===== src/rtl/uart_apb_pkg.sv =====
// rtl/uart_apb_pkg.sv - register map, field positions and decode helper for uart_apb_fifo
package uart_apb_pkg;

  localparam logic [3:0] ADDR_DATA   = 4'h0;
  localparam logic [3:0] ADDR_STATUS = 4'h4;
  localparam logic [3:0] ADDR_CTRL   = 4'h8;
  localparam logic [3:0] ADDR_ISR    = 4'hC;

  localparam int ST_TX_EMPTY   = 0;
  localparam int ST_TX_FULL    = 1;
  localparam int ST_RX_EMPTY   = 2;
  localparam int ST_RX_FULL    = 3;
  localparam int ST_OVERRUN    = 4;
  localparam int ST_TX_LVL_LSB = 8;
  localparam int ST_RX_LVL_LSB = 16;
  localparam int LVL_FIELD_W   = 8;

  localparam int CTRL_RX_IE    = 0;
  localparam int CTRL_TX_IE    = 1;
  localparam int CTRL_OVR_IE   = 2;
  localparam int CTRL_TX_FLUSH = 3;
  localparam int CTRL_RX_FLUSH = 4;

  localparam int ISR_OVERRUN   = 4;

  typedef enum logic [1:0] {
    SEL_DATA   = 2'd0,
    SEL_STATUS = 2'd1,
    SEL_CTRL   = 2'd2,
    SEL_ISR    = 2'd3
  } reg_sel_e;

  typedef struct packed {
    logic ovr_ie;
    logic tx_ie;
    logic rx_ie;
  } ctrl_t;

  // Word-aligned offset to register select; alignment is checked separately.
  function automatic reg_sel_e reg_sel(input logic [3:0] off);
    case (off & 4'hC)
      ADDR_DATA:   reg_sel = SEL_DATA;
      ADDR_STATUS: reg_sel = SEL_STATUS;
      ADDR_CTRL:   reg_sel = SEL_CTRL;
      ADDR_ISR:    reg_sel = SEL_ISR;
      default:     reg_sel = SEL_DATA;
    endcase
  endfunction

endpackage


===== src/rtl/sync_fifo.sv =====
// rtl/sync_fifo.sv - single-clock FIFO with flush; push while full is allowed when a pop frees the slot
module sync_fifo #(
  parameter int WIDTH = 8,
  parameter int DEPTH = 16
) (
  input  logic                     clk,
  input  logic                     rst,
  input  logic                     push,
  input  logic                     pop,
  input  logic                     flush,
  input  logic [WIDTH-1:0]         din,
  output logic [WIDTH-1:0]         dout,
  output logic                     full,
  output logic                     empty,
  output logic [$clog2(DEPTH):0]   level
);

  localparam int AW = $clog2(DEPTH);
  localparam int LW = AW + 1;

  logic [WIDTH-1:0] mem [DEPTH];
  logic [AW-1:0]    wptr;
  logic [AW-1:0]    rptr;
  logic             do_push;
  logic             do_pop;

  assign full    = (level == LW'(DEPTH));
  assign empty   = (level == '0);
  assign do_pop  = pop & ~empty;
  assign do_push = push & (~full | do_pop);
  assign dout    = mem[rptr];

  always_ff @(posedge clk or posedge rst) begin
    if (rst) begin
      wptr  <= '0;
      rptr  <= '0;
      level <= '0;
    end else if (flush) begin
      wptr  <= '0;
      rptr  <= '0;
      level <= '0;
    end else begin
      if (do_push) wptr <= wptr + AW'(1);
      if (do_pop)  rptr <= rptr + AW'(1);
      level <= level + LW'(do_push) - LW'(do_pop);
    end
  end

  always_ff @(posedge clk) begin
    if (do_push && !flush) mem[wptr] <= din;
  end

endmodule


===== src/rtl/uart_apb_fifo.sv =====
// rtl/uart_apb_fifo.sv - zero-wait APB register front end with TX/RX character FIFOs for a UART core
module uart_apb_fifo
  import uart_apb_pkg::*;
#(
  parameter int DATA_W     = 8,
  parameter int FIFO_DEPTH = 16
) (
  input  logic              pclk,
  input  logic              rst,
  input  logic              psel,
  input  logic              penable,
  input  logic              pwrite,
  input  logic [31:0]       padd,
  input  logic [31:0]       pwdata,
  input  logic [3:0]        pstrb,
  output logic [31:0]       prdata,
  output logic              pready,
  output logic              pslverr,
  output logic [DATA_W-1:0] tx_data,
  output logic              tx_valid,
  input  logic              tx_ready,
  input  logic [DATA_W-1:0] rx_data,
  input  logic              rx_valid,
  output logic              irq
);

  localparam int LW = $clog2(FIFO_DEPTH) + 1;

  logic              access;
  reg_sel_e          sel;
  logic              err;
  logic              wr_ok;
  logic              rd_ok;
  logic              ctrl_wr;
  logic              isr_wr;
  ctrl_t             ctrl;
  logic              rx_overrun;
  logic              ovr_set;

  logic              tx_push, tx_pop, tx_flush, tx_full, tx_empty;
  logic              rx_push, rx_pop, rx_flush, rx_full, rx_empty;
  logic [DATA_W-1:0] tx_head, rx_head;
  logic [LW-1:0]     tx_level, rx_level;
  logic [31:0]       status;
  logic              unused_bits;

  // Gating with rst aborts an in-flight access and forces outputs low at once.
  assign access = psel & penable & ~rst;
  assign sel    = reg_sel(padd[3:0]);

  always_comb begin
    err = 1'b0;
    if (access) begin
      if (padd[1:0] != 2'b00) begin
        err = 1'b1;
      end else if (pwrite) begin
        case (sel)
          SEL_STATUS: err = 1'b1;
          SEL_DATA:   err = tx_full | ~pstrb[0];
          default:    err = 1'b0;
        endcase
      end else if (sel == SEL_DATA) begin
        err = rx_empty;
      end
    end
  end

  assign wr_ok    = access & pwrite & ~err;
  assign rd_ok    = access & ~pwrite & ~err;
  assign ctrl_wr  = wr_ok & (sel == SEL_CTRL);
  assign isr_wr   = wr_ok & (sel == SEL_ISR);

  assign tx_push  = wr_ok & (sel == SEL_DATA);
  assign tx_pop   = tx_valid & tx_ready;
  assign tx_flush = ctrl_wr & pwdata[CTRL_TX_FLUSH];

  assign rx_pop   = rd_ok & (sel == SEL_DATA);
  assign rx_push  = rx_valid & (~rx_full | rx_pop);
  assign rx_flush = ctrl_wr & pwdata[CTRL_RX_FLUSH];
  assign ovr_set  = rx_valid & rx_full & ~rx_pop;

  sync_fifo #(.WIDTH(DATA_W), .DEPTH(FIFO_DEPTH)) u_tx_fifo (
    .clk   (pclk),
    .rst   (rst),
    .push  (tx_push),
    .pop   (tx_pop),
    .flush (tx_flush),
    .din   (pwdata[DATA_W-1:0]),
    .dout  (tx_head),
    .full  (tx_full),
    .empty (tx_empty),
    .level (tx_level)
  );

  sync_fifo #(.WIDTH(DATA_W), .DEPTH(FIFO_DEPTH)) u_rx_fifo (
    .clk   (pclk),
    .rst   (rst),
    .push  (rx_push),
    .pop   (rx_pop),
    .flush (rx_flush),
    .din   (rx_data),
    .dout  (rx_head),
    .full  (rx_full),
    .empty (rx_empty),
    .level (rx_level)
  );

  // A new overrun in the same cycle as its clear wins, so no drop goes unreported.
  always_ff @(posedge pclk or posedge rst) begin
    if (rst) begin
      ctrl       <= '0;
      rx_overrun <= 1'b0;
    end else begin
      if (ctrl_wr) begin
        ctrl.rx_ie  <= pwdata[CTRL_RX_IE];
        ctrl.tx_ie  <= pwdata[CTRL_TX_IE];
        ctrl.ovr_ie <= pwdata[CTRL_OVR_IE];
      end
      rx_overrun <= ovr_set | (rx_overrun & ~(isr_wr & pwdata[ISR_OVERRUN]));
    end
  end

  always_comb begin
    status = '0;
    status[ST_TX_EMPTY] = tx_empty;
    status[ST_TX_FULL]  = tx_full;
    status[ST_RX_EMPTY] = rx_empty;
    status[ST_RX_FULL]  = rx_full;
    status[ST_OVERRUN]  = rx_overrun;
    status[ST_TX_LVL_LSB +: LVL_FIELD_W] = LVL_FIELD_W'(tx_level);
    status[ST_RX_LVL_LSB +: LVL_FIELD_W] = LVL_FIELD_W'(rx_level);
  end

  always_comb begin
    prdata = '0;
    if (rd_ok) begin
      case (sel)
        SEL_DATA:   prdata = 32'(rx_head);
        SEL_STATUS: prdata = status;
        SEL_CTRL:   prdata = {29'd0, ctrl.ovr_ie, ctrl.tx_ie, ctrl.rx_ie};
        SEL_ISR:    prdata = {27'd0, rx_overrun, 4'd0};
        default:    prdata = '0;
      endcase
    end
  end

  assign pready   = access;
  assign pslverr  = err;
  assign tx_valid = ~tx_empty;
  assign tx_data  = tx_empty ? '0 : tx_head;
  assign irq      = (ctrl.rx_ie & ~rx_empty) | (ctrl.tx_ie & tx_empty) | (ctrl.ovr_ie & rx_overrun);

  assign unused_bits = ^{padd[31:4], pwdata, pstrb[3:1]};

endmodule


===== config.mk =====
export PLATFORM = sky130hd
export DESIGN_NAME = uart_apb_fifo
export DESIGN_NICKNAME = d
export VERILOG_FILES = /design/src/rtl/uart_apb_pkg.sv /design/src/rtl/sync_fifo.sv /design/src/rtl/uart_apb_fifo.sv
export SDC_FILE = /design/constraint.sdc
export NUM_CORES = 1
export LEC_CHECK = 0
export CELL_PAD_IN_SITES_DETAIL_PLACEMENT = 0
export CELL_PAD_IN_SITES_GLOBAL_PLACEMENT = 1
export CORE_MARGIN = 3
export CORE_UTILIZATION = 44
export DETAILED_ROUTE_END_ITERATION = 10
export GPL_TIMING_DRIVEN = 1
export PLACE_DENSITY_LB_ADDON = 0.2
export RECOVER_POWER = 50
export SLEW_MARGIN = 40
export SYNTH_ARGS = -nofsm -noshare
export SYNTH_HDL_FRONTEND = slang
export SYNTH_HIERARCHICAL = 1
export SYNTH_SLANG_ARGS = --single-unit

===== constraint.sdc =====
create_clock -name pclk -period 3.4 [get_ports pclk]
set_input_delay 0.51 -clock pclk [delete_from_list [all_inputs] [get_ports pclk]]
set_output_delay 0.51 -clock pclk [all_outputs]
set_load 0.01 [all_outputs]

==> results.toml <==
[status]
status = "complete, no violations"

[synthesis]
ys_types = 57
ys_seq_area_share_pct = 66.69
syn_avg_cell_area_um2 = 16.45
synth.area.top_cells = "edfxtp_1, dfrtp_1, mux2i_1, mux4_2, a221oi_2"
yosys_warnings = 6
syn_inst = 769
synth-async-reset-ratio_pct = 10.49
synth_area_um2 = 12650
yosysTopAreaCell = "edfxtp_1"
synth_top_area_share_pct = 60.76
synth_edf_count = 256
ys.flop_type = "edfxtp_1"
ys_ff_latch = 286

[layout]
areaGrowthSynthToFinish_pct = 19.06
final_cell_mix = "edfxtp_1, mux2i_1, buf_4, clkbuf_16, mux4_2"
finalInstanceArea_um2 = 15060
drive_above_1_share_pct = 24.48
nets = 997
n_antenna_cell = 0
fillers = 2306
final_common_cell = "edfxtp_1"
fin_util_pct = 53.63

[global_routing]
grt_max_degree = 46
grt-busiest-layer = "met2"
grtUsageMet3_pct = 2.356
grt.overflow.total = 0
grt_util_met1_pct = 20.56
grt_usage_pct = 16.93
gr-usage-met2_pct = 31.85
antenna_found_initial = 0
first_global_vias = 7260
grt_pass1_wl_um = 40700

[pwr]
ir_drop_mv = 0.5686
p_per_area_nw_per_um2 = 703.4
p_leak_nw = 5.432
finalPower_mw = 10.60

[route]
antenna_left = 0
dr.pass1.iters = 5
wl_per_cell_um = 20.55
drtIter0Drc = 500
vias = 6916
wirelength_um = 26570
drcViolationCount = 0
vias_per_cell = 5.349

[critical_path]
cpMaxStageDelayCell = "clkdlybuf4s50_1"
reg2reg_depth = 15
path_class = "reg2out"
r2r_end = "u_rx_fifo/level[4]"
crit_path_end_kind = "output port"
crit_buf_inv = 2
slowest_delay_ns = 0.60
worstReg2RegStart = "u_rx_fifo/level[3]"
arrival_ns = 2.78
cp_max_fo = 11
cp_cell_sequence = "and2_1 -> buf_4 -> a221oi_2 -> o21ai_0 -> nand2_1 -> nor2b_1 -> clkdlybuf4s50_1"
ff2ff_setup_slack_ns = 0.11
crit_family = "buffers and inverters"
required_ns = 2.89
start_kind = "flop"

[placement]
dp_hpwl_um = 18200
dpl_cell_area_um2 = 13820
post-place-ws_ns = -0.04063
gp_congestion = 0.8012
port_buffers = 57

[timing]
min_period_ns = 3.292
tightest_slew_ns = 0.7241
slew_viol_final = 0
rsz0062_at_grt = "true"
fmaxAchievable_mhz = 303.8
skew_ns = 0.005768
max_slew_margin_pct = 51.73
setup_viol = 0
hold_violations = 0
fin_crit_sh_pct = 96.83
finalWorstSetupSlack_ns = 0.1079
setup_tns_ns = 0

[min_path]
min_path_type = "in2async"

[clock_tree]
cts_buffers = 30
cts_htree_levels = 1
cts_tree = "built"
clock_path_buffers = 3
root_buffer = "clkbuf_16"
ctsHoldBuffers = 0
clk_pin_slew_ns = 0.06
numClockSinks = 286
insertion_delay_ns = 0.53

[die]
floorplan.die.height_um = 175.6
io_pins = 127
initial_utilization_pct = 45.05
dieArea_um2 = 30820
core_area_um2 = 28090
die_w_um = 175.6
num_rows = 61

[flow_run]
cap_violations = 0
-- worst max path at each step --
stage,start,endpoint,slack (ns),cells after the start
after floorplan,u_tx_fifo/level[3],u_tx_fifo/level[4],-0.00008,15
after global placement,u_rx_fifo/level[2],u_rx_fifo/level[4],0.02,15
after detailed placement,u_rx_fifo/level[2],u_rx_fifo/level[4],-0.04,15
after CTS,u_rx_fifo/level[2],prdata[5],-0.003,10
after global routing,u_rx_fifo/level[2],u_rx_fifo/level[4],-0.08,15
final,u_tx_fifo/rptr[2],tx_data[7],0.11,7
-- sequential cells by signal, summed over array words and instances, names as in the netlist --
| signal | cells |
|---|---|
| u_rx_fifo/mem | 128 |
| u_tx_fifo/mem | 128 |
| u_rx_fifo/level | 5 |
| u_tx_fifo/level | 5 |
| u_rx_fifo/rptr | 4 |
| u_rx_fifo/wptr | 4 |
| u_tx_fifo/rptr | 4 |
| u_tx_fifo/wptr | 4 |
| ctrl | 3 |
| rx_overrun | 1 |
-- synth_stat cells (all sizes together), types with 2 or more instances --
master and n:
a32o 2, xnor2 8, clkbuf 13, buf 44, or2 8, xor2 6, and2 16, o21ai 21
o2bb2ai 2, mux4 32, nand2b 4, inv 31, nand3 6, edfxtp 256, fa 2, a221oi 32
nor3b 3, a21o 2, or3 2, a21oi 8, a22oi 18, nand2 29, nor2 24, o2111ai 2
mux2 3, nand4 4, nor4b 3, nor4 14, a21boi 2, or4b 2, and3 4, mux2i 75
dfrtp 30, ha 20, nor2b 16, nor3 17, nand4bb 2
-- tightest hold or removal path, stage by stage --
cell           delay, ns
dlygate4sd3_1       0.57
clkbuf_1            0.16
inv_1               0.16
-- logic make-up after synthesis --
logic type               after synthesis  synth area share [%]
flip-flops                           286                 66.69
AND/OR/NAND/NOR                      158                 7.595
multiplexers                         110                 11.90
AO/OA/AOI/OAI                         90                 6.072
buffers and inverters                 88                 4.450
adder cells (fa/ha/maj)               22                 2.294
XOR/XNOR                              14                0.9692
other                                  1               0.02964
-- report_power, final --
group	switching [mW]	leakage, nW	internal [mW]	total, mW
sequential	0.238	2.67	4.13	4.37
combinational	1.56	2.28	1.45	3.02
clock	1.25	0.487	1.96	3.21
total	3.05	5.43	7.55	10.6
-- routing by layer --
layer  up-vias  share of wire [%]
li1       3230                  -
met1      3514                 40
met2       139                 55
met3        33                3.4
met4         0                2.0
met5         -                  0
-- what timing repair did --
item	in CTS	in global routing
hold endpoints to repair	0	0
gates cloned	1	2
pin swaps	4	2
resized for setup	23	22
setup buffers	10	1
setup endpoints to repair	15	14
-- metrics by stage --
stage / instances / hold slack, ns
3_3_place_gp: 1224 / 0.5194
3_5_place_dp: 1224 / 0.5307
6_report: 1293 / 0.5107
5_1_grt: 1293 / 0.5292
2_1_floorplan: 782 / 0.2761
4_1_cts: 1290 / 0.3341
-- layout make-up --
class                           instances  area (µm²)  area share (%)
Inverter                               31       116.4          0.7725
Sequential cell                       286        8443           56.05
Clock buffer                           38       802.0           5.324
Multi-Input combinational cell        408        3824           25.38
Timing Repair Buffer                  135        1217           8.082
Tap cell                              378       473.0           3.140
Clock inverter                         17       187.7           1.246
Power figures use the tool's default switching activity.
